$ cat src/rtl/piso_bit_streamer.sv
// piso_bit_streamer
//
// Parallel-in serial-out stage that feeds a 1-bit serial consumer from a
// word-wide producer. A WIDTH-bit word is taken over a valid/ready handshake
// and emitted one bit per clock with a qualifying valid strobe. An optional
// idle gap of GAP_CYCLES clocks can follow each word so the consumer sees a
// defined idle level between words.
//
// Parameters:
//   WIDTH      bits per word (2..32)
//   MSB_FIRST  1: bit WIDTH-1 goes out first; 0: bit 0 goes out first
//   GAP_CYCLES idle cycles forced after each word (0..15)
//   IDLE_LEVEL level driven on sout whenever sout_valid is low
//
// Ports:
//   clk         rising-edge clock
//   reset       asynchronous, active-high reset
//   load_data   parallel word, sampled only on an accept edge
//   load_valid  producer has a word on load_data
//   load_ready  block can accept a word this cycle (state/counters only)
//   sout        serial bit (registered)
//   sout_valid  sout carries a data bit this cycle (registered)
//   last_bit    sout is the final bit of its word (registered)
//   busy        a word is shifting or a gap is in progress

module piso_bit_streamer #(
  parameter int unsigned WIDTH      = 8,
  parameter bit          MSB_FIRST  = 1'b1,
  parameter int unsigned GAP_CYCLES = 0,
  parameter bit          IDLE_LEVEL = 1'b0
) (
  input  logic             clk,
  input  logic             reset,
  input  logic [WIDTH-1:0] load_data,
  input  logic             load_valid,
  output logic             load_ready,
  output logic             sout,
  output logic             sout_valid,
  output logic             last_bit,
  output logic             busy
);

  // Counter widths: the bit counter holds WIDTH-1, the gap counter holds
  // GAP_CYCLES-1 (kept at least one bit wide when no gap is configured).
  localparam int unsigned CntW = $clog2(WIDTH);
  localparam int unsigned GapW = (GAP_CYCLES < 2) ? 1 : $clog2(GAP_CYCLES);

  localparam logic [CntW-1:0] LastBit   = CntW'(WIDTH - 1);
  localparam logic [CntW-1:0] PenultBit = CntW'(WIDTH - 2);
  localparam logic [GapW-1:0] GapLast   = GapW'((GAP_CYCLES == 0) ? 0 : GAP_CYCLES - 1);
  localparam bit              HasGap    = (GAP_CYCLES != 0);

  localparam logic [1:0] StIdle  = 2'd0;
  localparam logic [1:0] StShift = 2'd1;
  localparam logic [1:0] StGap   = 2'd2;

  logic [1:0]       state_q, state_d;
  logic [WIDTH-1:0] shift_q, shift_d;
  logic [CntW-1:0]  bit_cnt_q, bit_cnt_d;
  logic [GapW-1:0]  gap_cnt_q, gap_cnt_d;
  logic             sout_q, sout_d;
  logic             sout_valid_q, sout_valid_d;
  logic             last_bit_q, last_bit_d;

  logic             on_last_bit;
  logic             accept;
  logic             load_first;
  logic [WIDTH-1:0] load_rest;
  logic             next_bit;
  logic [WIDTH-1:0] shift_adv;

  // bit_cnt_q is the index (in send order) of the bit currently on sout.
  assign on_last_bit = (state_q == StShift) && (bit_cnt_q == LastBit);

  // Ready depends on state and counters only, so there is no path from
  // load_valid to load_ready. With no gap a new word can be taken while the
  // final bit is on the line, giving back-to-back words with no bubble.
  always_comb begin
    load_ready = 1'b0;
    if (state_q == StIdle) begin
      load_ready = 1'b1;
    end else if (!HasGap && on_last_bit) begin
      load_ready = 1'b1;
    end
  end

  assign accept = load_valid && load_ready;

  // The first bit goes straight into the output register on the accept edge;
  // the shift register keeps only the bits still to be sent, aligned so the
  // next bit always sits at the same end.
  assign load_first = MSB_FIRST ? load_data[WIDTH-1] : load_data[0];
  assign load_rest  = MSB_FIRST ? (load_data << 1) : (load_data >> 1);
  assign next_bit   = MSB_FIRST ? shift_q[WIDTH-1] : shift_q[0];
  assign shift_adv  = MSB_FIRST ? (shift_q << 1) : (shift_q >> 1);

  always_comb begin
    state_d      = state_q;
    shift_d      = shift_q;
    bit_cnt_d    = bit_cnt_q;
    gap_cnt_d    = gap_cnt_q;
    sout_d       = IDLE_LEVEL;
    sout_valid_d = 1'b0;
    last_bit_d   = 1'b0;

    case (state_q)
      StIdle: begin
        if (accept) begin
          state_d      = StShift;
          shift_d      = load_rest;
          bit_cnt_d    = '0;
          sout_d       = load_first;
          sout_valid_d = 1'b1;
        end
      end

      StShift: begin
        if (bit_cnt_q == LastBit) begin
          if (HasGap) begin
            state_d   = StGap;
            gap_cnt_d = '0;
          end else if (accept) begin
            // Chain the next word directly behind the final bit.
            state_d      = StShift;
            shift_d      = load_rest;
            bit_cnt_d    = '0;
            sout_d       = load_first;
            sout_valid_d = 1'b1;
          end else begin
            state_d = StIdle;
          end
        end else begin
          shift_d      = shift_adv;
          bit_cnt_d    = bit_cnt_q + 1'b1;
          sout_d       = next_bit;
          sout_valid_d = 1'b1;
          last_bit_d   = (bit_cnt_q == PenultBit);
        end
      end

      StGap: begin
        if (gap_cnt_q == GapLast) begin
          state_d = StIdle;
        end else begin
          gap_cnt_d = gap_cnt_q + 1'b1;
        end
      end

      default: begin
        state_d = StIdle;
      end
    endcase
  end

  always_ff @(posedge clk or posedge reset) begin
    if (reset) begin
      state_q      <= StIdle;
      shift_q      <= '0;
      bit_cnt_q    <= '0;
      gap_cnt_q    <= '0;
      sout_q       <= IDLE_LEVEL;
      sout_valid_q <= 1'b0;
      last_bit_q   <= 1'b0;
    end else begin
      state_q      <= state_d;
      shift_q      <= shift_d;
      bit_cnt_q    <= bit_cnt_d;
      gap_cnt_q    <= gap_cnt_d;
      sout_q       <= sout_d;
      sout_valid_q <= sout_valid_d;
      last_bit_q   <= last_bit_d;
    end
  end

  assign sout       = sout_q;
  assign sout_valid = sout_valid_q;
  assign last_bit   = last_bit_q;
  assign busy       = (state_q != StIdle);

endmodule

$ cat config.mk
export PLATFORM = sky130hd
export DESIGN_NAME = piso_bit_streamer
export DESIGN_NICKNAME = d
export VERILOG_FILES = /design/src/rtl/piso_bit_streamer.sv
export SDC_FILE = /design/constraint.sdc
export NUM_CORES = 1
export LEC_CHECK = 0
export CAP_MARGIN = 20
export CORE_ASPECT_RATIO = 1.4
export CORE_MARGIN = 1
export CORE_UTILIZATION = 30
export DETAILED_ROUTE_END_ITERATION = 10
export PLACE_DENSITY_LB_ADDON = 0.15
export SETUP_SLACK_MARGIN = 0.05
export SKIP_CTS_REPAIR_TIMING = 1
export SYNTH_ARGS = -nofsm -noshare
export SYNTH_HDL_FRONTEND = slang
export SYNTH_SLANG_ARGS = --single-unit
$ cat constraint.sdc
create_clock -name clk -period 3.34 [get_ports clk]
set_input_delay 0.668 -clock clk [delete_from_list [all_inputs] [get_ports clk]]
set_output_delay 0.668 -clock clk [all_outputs]
set_load 0.005 [all_outputs]
==> flow_metrics.py, run 1 <==
metrics = {
    "finish": {
        "post_route_cells_drive_above_1_share_pct": 34.8,
        "n_fill_cell": 234,
        "final_nets": 84,
        "synthToLayoutAreaGrowth_pct": 25.0,
        "n_antenna_cell": 0,
        "fin_cells": 92,
    },
    "critical_path": {
        "worst_setup_path_start_kind": "flip-flop",
        "cp_data_arrival_time_ns": 1.70,
        "path_class": "reg2out",
        "crit_path_max_fanout": 4,
        "data_required_time_of_the_critical_path_ns": 2.67,
        "end_kind": "output pin",
    },
    "power": {
        "power_switching_uw": 196,
        "worst_ir_drop_vdd_uv": 253,
        "p_comb_share_pct": 42.3,
        "report.power.total_uw": 669,
        "netSwitchingFraction_pct": 29.2,
        "power_report.internal_total_uw": 474,
        "power.share.clock_pct": 15.0,
        "cellLeakagePower_uw": 0.000431,
        "power_density_mw_per_mm2": 722,
        "power.sequential.fraction_pct": 42.8,
    },
    "floorplanning": {
        "floorplan_die_area_mm2": 0.00268,
        "floorplan.rows": 21,
        "core-area_mm2": 0.00236,
        "die_height_um": 60.8,
        "initial_core_util_pct": 31.4,
        "die_width_um": 44.0,
        "io_pins": 16,
    },
    "placed_design": {
        "placed_cells": 88,
        "gp_congestion": 0.676,
        "numPortBuffers": 15,
        "hpwlAfterDp_um": 818,
    },
    "routing": {
        "vias_per_cell": 4.63,
        "detail-route-antenna-nets": 0,
        "finalWirelength_mm": 1.18,
        "via_count": 426,
        "initialDrtViolationCount": 6,
        "drt_first_pass_iters": 6,
        "detail_route.drc_violations": 0,
        "routed_wire_length_per_instance_um": 12.8,
    },
    "clock_tree": {
        "cts_root_buffer": "clkbuf_4",
        "tritoncts_clock_tree": "yes",
        "worst_skew_pair.late_latency_ns": 0.27,
        "clkTransAtPathRegs_ns": 0.09,
        "cts_buffer_count": 3,
        "ctsHtreeMaxLevel": 1,
        "tritoncts_num_sinks": 15,
        "clock_path_buffers": 2,
    },
    "sta": {
        "final_hold_viol_count": 0,
        "relSlewSlack_pct": 61.4,
        "drv_slew": 0,
        "maxClockFrequency_mhz": 422,
        "setup_viol_count_final": 0,
        "worst_clock_skew_ns": 0.00332,
        "grt_setup_unrepaired": "no",
        "final_period_demand_of_the_worst_path_ns": 2.37,
        "timing_worst_slew_pin_value_ns": 0.578,
        "final.setup.tns_ns": 0,
        "post-route-period-util_pct": 71.0,
    },
    "hold_path": {
        "hold_path.class": "reg2reg",
    },
    "synth": {
        "yosysWarningCount": 0,
        "ys_seq_elements": 15,
        "syn_nets": 66,
        "synthesis.area_um2": 742,
        "post_synth_main_area_contributors": "dfrtp_1, mux2_2, mux2_4",
        "synth_area_per_cell_um2": 14.3,
        "synthesized_instance_count": 52,
        "ys_types": 14,
        "synth.yosys.seq_area_share_pct": 50.6,
        "synth_largest_type_area_fraction_pct": 50.6,
        "synth.largest_area_cell": "dfrtp_1",
    },
    "run": {
        "maxCapViolations": 0,
    },
    "global_route": {
        "antenna_found_initial": 0,
        "grt_pass1_vias": 396,
        "wire_length_of_the_first_global_routing_pass_mm": 1.83,
        "pin_count_of_the_biggest_net_entering_global_routing": 16,
        "residual_overflow_from_global_routing": 0,
        "grt.total_usage_pct": 9.99,
    },
    "status": {
        "result_of_the_run": "completed",
    },
}
-- cells in the final DEF, fill, tap and decap left out --
| cell | count |
|---|---|
| and3b_2 | 1 |
| clkbuf_4 | 3 |
| nand2b_2 | 4 |
| inv_1 | 3 |
| nand2b_1 | 1 |
| nor2_1 | 1 |
| dfrtp_1 | 15 |
| mux2_2 | 9 |
| mux2i_1 | 3 |
| nand2_1 | 2 |
| clkbuf_1 | 1 |
| nor2b_1 | 1 |
| mux2_4 | 6 |
| buf_4 | 1 |
| clkdlybuf4s50_1 | 15 |
| ha_1 | 3 |
-- cell families after synthesis --
group         synth area share (%)
buf+inv                       5.23
fa+ha+maj                     5.06
simple gates                  9.28
mux                           29.8
flops                         50.6
-- Yosys cell counts, drive strengths merged --
cell    instances
buf             3
dfrtp          15
mux2           15
mux2i           3
and3b           1
inv             3
nand2b          5
nor2            1
nand2           2
nor2b           1
ha              3
-- flip-flops by register name, indices dropped and copies added (netlist names) --
signal,count
state_q,1
sout_valid,1
bit_cnt_q,3
sout,1
last_bit,1
shift_q,8
-- final timing paths --
| path | start | to | slack, ns | cells after the start |
|---|---|---|---|---|
| setup / recovery | bit_cnt_q[0]$_DFF_PP0_ | load_ready | 0.97 | 4 |
| hold / removal | shift_q[3]$_DFF_PP0_ | shift_q[4]$_DFF_PP0_ | 0.51 | 1 |
| setup reg to reg | bit_cnt_q[0]$_DFF_PP0_ | shift_q[5]$_DFF_PP0_ | 1.71 | 5 |
| hold reg to reg | shift_q[3]$_DFF_PP0_ | shift_q[4]$_DFF_PP0_ | 0.51 | 1 |
| max in group asynchronous | reset | shift_q[0]$_DFF_PP0_ | 2.22 | 2 |
| min in group asynchronous | reset | sout$_DFF_PP0_ | 0.75 | 2 |
-- cell type report --
| type | count | area, um2 | area share (%) |
|---|---|---|---|
| Sequential cell | 15 | 375 | 40.5 |
| Multi-Input combinational cell | 31 | 328 | 35.4 |
| Timing Repair Buffer | 16 | 158 | 17.0 |
| Tap cell | 23 | 28.8 | 3.10 |
| Clock buffer | 4 | 26.3 | 2.83 |
| Inverter | 3 | 11.3 | 1.21 |
-- stage by stage --
step | area, um2 | hold WS, ns | worst slack [ns] | util [%]
2_1_floorplan | 742 | 0.472 | 1.49 | -
3_3_place_gp | 901 | 0.487 | 1.08 | 38.1
3_5_place_dp | 901 | 0.490 | 1.04 | 38.1
4_1_cts | 927 | 0.510 | 0.939 | 39.2
5_1_grt | 927 | 0.532 | 0.879 | 39.2
6_report | 927 | 0.506 | 0.970 | 39.2
-- power groups by stage --
stage	registers [uW]	clock network [uW]	logic (uW)
5_1_grt	297	115	316
2_1_floorplan	284	0	208
4_1_cts	288	108	290
6_report	286	100	283
3_3_place_gp	291	0	284
3_5_place_dp	291	0	289
-- metal layers --
metal | GRT usage, % | share of wire [%] | up-vias
li1 | - | - | 208
met1 | 11.2 | 45 | 207
met2 | 15.8 | 49 | 9
met3 | 2.98 | 5.0 | 2
met4 | 7.79 | 1.3 | 0
met5 | 0 | 0 | -
-- critical path, stage by stage (launching register included) --
cell and delay [ns]:
dfrtp_1 0.43, ha_1 0.21, ha_1 0.16, nand2b_1 0.17
clkdlybuf4s50_1 0.46
Note: power is estimated with default switching activity, not from simulation.
==> run 2: changes to the inputs <==
==> constraint.sdc (replaced) <==
create_clock -name clk -period 2.4 [get_ports clk]
set_input_delay 0.48 -clock clk [delete_from_list [all_inputs] [get_ports clk]]
set_output_delay 0.48 -clock clk [all_outputs]
set_load 0.005 [all_outputs]
==> flow_metrics.py, run 2 (synthesis results as in run 1) <==
metrics = {
    "status": {
        "result_of_the_run": "completed",
    },
    "floorplanning": {
        "die_height_um": 60.8,
        "floorplan.rows": 21,
        "initial_core_util_pct": 31.4,
        "core-area_mm2": 0.00236,
        "floorplan_die_area_mm2": 0.00268,
        "io_pins": 16,
        "die_width_um": 44.0,
    },
    "clock_tree": {
        "ctsHtreeMaxLevel": 1,
        "cts_buffer_count": 3,
        "clock_path_buffers": 2,
        "clkTransAtPathRegs_ns": 0.09,
        "cts_root_buffer": "clkbuf_4",
        "tritoncts_num_sinks": 15,
        "worst_skew_pair.late_latency_ns": 0.27,
        "tritoncts_clock_tree": "yes",
    },
    "global_route": {
        "grt_pass1_vias": 454,
        "grt.total_usage_pct": 10.3,
        "residual_overflow_from_global_routing": 0,
        "antenna_found_initial": 0,
        "wire_length_of_the_first_global_routing_pass_mm": 1.97,
        "pin_count_of_the_biggest_net_entering_global_routing": 16,
    },
    "critical_path": {
        "path_class": "reg2out",
        "crit_path_max_fanout": 4,
        "data_required_time_of_the_critical_path_ns": 1.92,
        "r2r_slack_ns": 0.81,
        "cp_data_arrival_time_ns": 1.66,
        "end_kind": "output pin",
        "r2r_start": "bit_cnt_q[0]$_DFF_PP0_",
        "worst_r2r_endpoint": "shift_q[5]$_DFF_PP0_",
        "reg2regPathDepth": 5,
        "worst_setup_path_start_kind": "flip-flop",
    },
    "placed_design": {
        "hpwlAfterDp_um": 805,
        "gp_congestion": 0.645,
        "placed_area_um2": 908,
        "numPortBuffers": 15,
        "placed_cells": 89,
    },
    "run": {
        "maxCapViolations": 0,
    },
    "routing": {
        "detail-route-antenna-nets": 0,
        "routed_wire_length_per_instance_um": 12.9,
        "via_count": 431,
        "detail_route.drc_violations": 0,
        "initialDrtViolationCount": 8,
        "drt_first_pass_iters": 5,
        "vias_per_cell": 4.63,
        "finalWirelength_mm": 1.20,
    },
    "hold_path": {
        "hold_path.startpoint": "shift_q[2]$_DFF_PP0_",
        "hold_path.class": "reg2reg",
        "min_delay_worst_endpoint": "shift_q[3]$_DFF_PP0_",
        "hold_path_depth": 1,
    },
    "finish": {
        "final_nets": 85,
        "top_regs": "shift_q (8), bit_cnt_q (3)",
        "n_fill_cell": 244,
        "fin_cells": 93,
        "synthToLayoutAreaGrowth_pct": 26.1,
        "postLayoutCoreUtil_pct": 39.6,
        "fin_area_um2": 936,
        "n_antenna_cell": 0,
        "final_cell_mix": "dfrtp_1, clkdlybuf4s50_1, mux2_2, mux2_4, nand2b_2",
        "largest_reg_flops": 8,
        "post_route_cells_drive_above_1_share_pct": 37.1,
        "largest_register_by_flop_count": "shift_q",
    },
    "sta": {
        "final_hold_viol_count": 0,
        "relSlewSlack_pct": 62.7,
        "grt_setup_unrepaired": "no",
        "worst_clock_skew_ns": 0.00129,
        "drv_slew": 0,
        "final.setup.tns_ns": 0,
        "setup_viol_count_final": 0,
        "timing_worst_slew_pin_value_ns": 0.559,
        "post-route-period-util_pct": 89.1,
        "final_period_demand_of_the_worst_path_ns": 2.14,
        "maxClockFrequency_mhz": 468,
    },
    "power": {
        "power.share.clock_pct": 14.8,
        "netSwitchingFraction_pct": 29.3,
        "cellLeakagePower_uw": 0.000439,
        "power_density_mw_per_mm2": 997,
        "power_switching_uw": 273,
        "p_comb_share_pct": 42.5,
        "power.sequential.fraction_pct": 42.7,
        "power_report.internal_total_uw": 660,
        "worst_ir_drop_vdd_uv": 404,
    },
}
run 2: changes by cell type in the layout (fill, tap and decap cells not counted), sizes merged:
cell    previous run  this run
buf                1         2
clkbuf             4         3
clkinv             0         1
run 2: final cells by class:
cell class / instances / area (um2) / area share, %
clock buffers: 3 / 22.5 / 2.41
clock inverters: 1 / 5.00 / 0.535
inverters: 3 / 11.3 / 1.20
multi-input cells: 31 / 328 / 35.0
flip-flops and latches: 15 / 375 / 40.1
well taps: 23 / 28.8 / 3.07
repair buffers: 17 / 165 / 17.6
run 2: through the flow:
step | power (uW) | worst slack (ns) | hold slack (ns)
after floorplan | 686 | 0.740 | 0.381
after global placement | 804 | 0.523 | 0.488
after detailed placement | 808 | 0.521 | 0.496
after CTS | 956 | 0.235 | 0.518
after global routing | 1010 | 0.173 | 0.532
final | 933 | 0.261 | 0.511
run 2: metal layers:
metal	global-route usage, %	vias to the layer above	share of wire (%)
li1	-	211	-
met1	12.8	209	48
met2	16.4	9	47
met3	1.79	2	4.0
met4	6.49	0	1.6
met5	0	-	0
run 2: worst max-delay path by stage:
| stage | start | to |
|---|---|---|
| 6_report | bit_cnt_q[0]$_DFF_PP0_ | load_ready |
| 2_1_floorplan | bit_cnt_q[0]$_DFF_PP0_ | load_ready |
| 5_1_grt | bit_cnt_q[0]$_DFF_PP0_ | load_ready |
| 4_1_cts | bit_cnt_q[0]$_DFF_PP0_ | load_ready |
| 3_5_place_dp | load_valid | shift_q[2]$_DFF_PP0_ |
| 3_3_place_gp | load_valid | shift_q[2]$_DFF_PP0_ |
run 2: critical path: stages (launching register included):
cell and delay [ns]:
dfrtp_1 0.42, ha_1 0.21, ha_1 0.16, nand2b_1 0.15, clkdlybuf4s50_1 0.44
run 2: power by group through the flow:
stage / clock network [uW] / registers, uW / logic [uW]
floorplan: 0 / 396 / 290
global placement: 0 / 404 / 400
detailed placement: 0 / 407 / 401
CTS: 150 / 401 / 405
global route: 158 / 411 / 438
finish: 138 / 398 / 396
==> run 3: changes to the inputs <==
--- a/config.mk
+++ b/config.mk
@@ -8,7 +8,8 @@
 export CAP_MARGIN = 20
 export CORE_ASPECT_RATIO = 1.4
 export CORE_MARGIN = 1
-export CORE_UTILIZATION = 30
+export CORE_UTILIZATION = 35
+export CTS_CLUSTER_DIAMETER = 40
 export DETAILED_ROUTE_END_ITERATION = 10
 export PLACE_DENSITY_LB_ADDON = 0.15
 export SETUP_SLACK_MARGIN = 0.05
==> flow_metrics.py, run 3 (synthesis results as in run 1) <==
metrics = {
    "status": {
        "result_of_the_run": "completed",
    },
    "finish": {
        "largest_register_by_flop_count": "shift_q",
        "fin_cells": 91,
        "largest_reg_flops": 8,
        "multi_input_comb_area_um2": 328,
        "post_route_cells_drive_above_1_share_pct": 35.7,
        "fin_area_um2": 932,
        "final_nets": 85,
        "final_cell_mix": "dfrtp_1, clkdlybuf4s50_1, mux2_2, mux2_4, nand2b_2",
        "postLayoutCoreUtil_pct": 47.2,
        "synthToLayoutAreaGrowth_pct": 25.6,
        "seqCellArea_um2": 375,
        "top_regs": "shift_q (8), bit_cnt_q (3)",
        "n_antenna_cell": 0,
        "n_fill_cell": 192,
    },
    "global_route": {
        "grt_pass1_vias": 433,
        "residual_overflow_from_global_routing": 0,
        "grt.total_usage_pct": 11.8,
        "wire_length_of_the_first_global_routing_pass_mm": 1.87,
        "pin_count_of_the_biggest_net_entering_global_routing": 16,
        "antenna_found_initial": 0,
    },
    "sta": {
        "worst_clock_skew_ns": 0.000343,
        "final_hold_viol_count": 0,
        "grt_setup_unrepaired": "no",
        "final_period_demand_of_the_worst_path_ns": 2.18,
        "drv_slew": 0,
        "timing_worst_slew_pin_value_ns": 0.563,
        "post-route-period-util_pct": 90.6,
        "setup_viol_count_final": 0,
        "final.setup.tns_ns": 0,
        "relSlewSlack_pct": 62.4,
        "maxClockFrequency_mhz": 460,
    },
    "power": {
        "power_density_mw_per_mm2": 1000,
        "report.power.total_uw": 933,
        "cellLeakagePower_uw": 0.000436,
        "worst_ir_drop_vdd_uv": 523,
    },
    "floorplanning": {
        "die_width_um": 40.9,
        "floorplan_die_area_mm2": 0.00231,
        "io_pins": 16,
        "core-area_mm2": 0.00197,
        "initial_core_util_pct": 37.6,
        "floorplan.rows": 19,
        "die_height_um": 56.5,
    },
    "placed_design": {
        "gp_congestion": 0.684,
        "placed_area_um2": 906,
        "numPortBuffers": 15,
        "placed_cells": 87,
    },
    "routing": {
        "initialDrtViolationCount": 0,
        "detail-route-antenna-nets": 0,
        "via_count": 436,
        "routed_wire_length_per_instance_um": 12.7,
        "vias_per_cell": 4.79,
        "drt_first_pass_iters": 1,
        "detail_route.drc_violations": 0,
        "finalWirelength_mm": 1.15,
    },
    "critical_path": {
        "end_kind": "output pin",
        "path_class": "reg2out",
        "critical_path.top_delay_family": "buffers and inverters",
        "data_required_time_of_the_critical_path_ns": 1.92,
        "cp_data_arrival_time_ns": 1.70,
        "max_stage_delay_on_crit_path_ns": 0.45,
        "cp_slowest_cell": "clkdlybuf4s50_1",
        "cp_cell_sequence": "ha_1 > ha_1 > nand2b_1 > clkdlybuf4s50_1",
        "crit_path_max_fanout": 4,
        "critical_path.most_common_cell": "ha_1",
        "path_buf_inv": 1,
        "worst_setup_path_start_kind": "flip-flop",
    },
    "clock_tree": {
        "clock_path_buffers": 2,
        "cts_buffer_count": 3,
        "tritoncts_clock_tree": "yes",
        "clkTransAtPathRegs_ns": 0.09,
        "worst_skew_pair.late_latency_ns": 0.28,
        "tritoncts_num_sinks": 15,
        "cts_root_buffer": "clkbuf_4",
        "ctsHtreeMaxLevel": 1,
    },
    "hold_path": {
        "hold_path.class": "reg2reg",
    },
    "run": {
        "maxCapViolations": 0,
    },
}
run 3: routing by layer:
| layer | up-vias | GRT usage, % | part of all wire [%] |
|---|---|---|---|
| met4 | 0 | 2.86 | 1.0 |
| met1 | 211 | 13.7 | 47 |
| li1 | 211 | - | - |
| met2 | 12 | 17.6 | 45 |
| met5 | - | 0 | 0 |
| met3 | 2 | 7.51 | 7.2 |
run 3: final timing paths:
kind,from,endpoint,slack [ns],cells after the start
worst max-delay path,bit_cnt_q[0]$_DFF_PP0_,load_ready,0.22,4
worst min-delay path,shift_q[3]$_DFF_PP0_,shift_q[4]$_DFF_PP0_,0.51,1
worst max register to register,bit_cnt_q[0]$_DFF_PP0_,shift_q[6]$_DFF_PP0_,0.80,5
worst min register to register,shift_q[3]$_DFF_PP0_,shift_q[4]$_DFF_PP0_,0.51,1
max in group asynchronous,reset,shift_q[6]$_DFF_PP0_,1.48,2
min in group asynchronous,reset,sout_valid$_DFF_PP0_,0.55,2
run 3: final cells by class:
cell class              instances  area share (%)
repair buffers                 17            17.7
multi-input cells              31            35.2
clock buffers                   4            2.82
flip-flops and latches         15            40.3
inverters                       3            1.21
well taps                      21            2.82
run 3: metrics by stage:
stage	setup WS, ns	hold slack, ns
after floorplan	0.740	0.381
after global placement	0.545	0.483
after detailed placement	0.517	0.491
after CTS	0.198	0.513
after global routing	0.106	0.536
final	0.225	0.511
run 3: power by group:
part | switching [uW] | internal [uW]
clock network | 78.0 | 64.4
registers | 54.7 | 346
logic | 138 | 251
total | 271 | 662
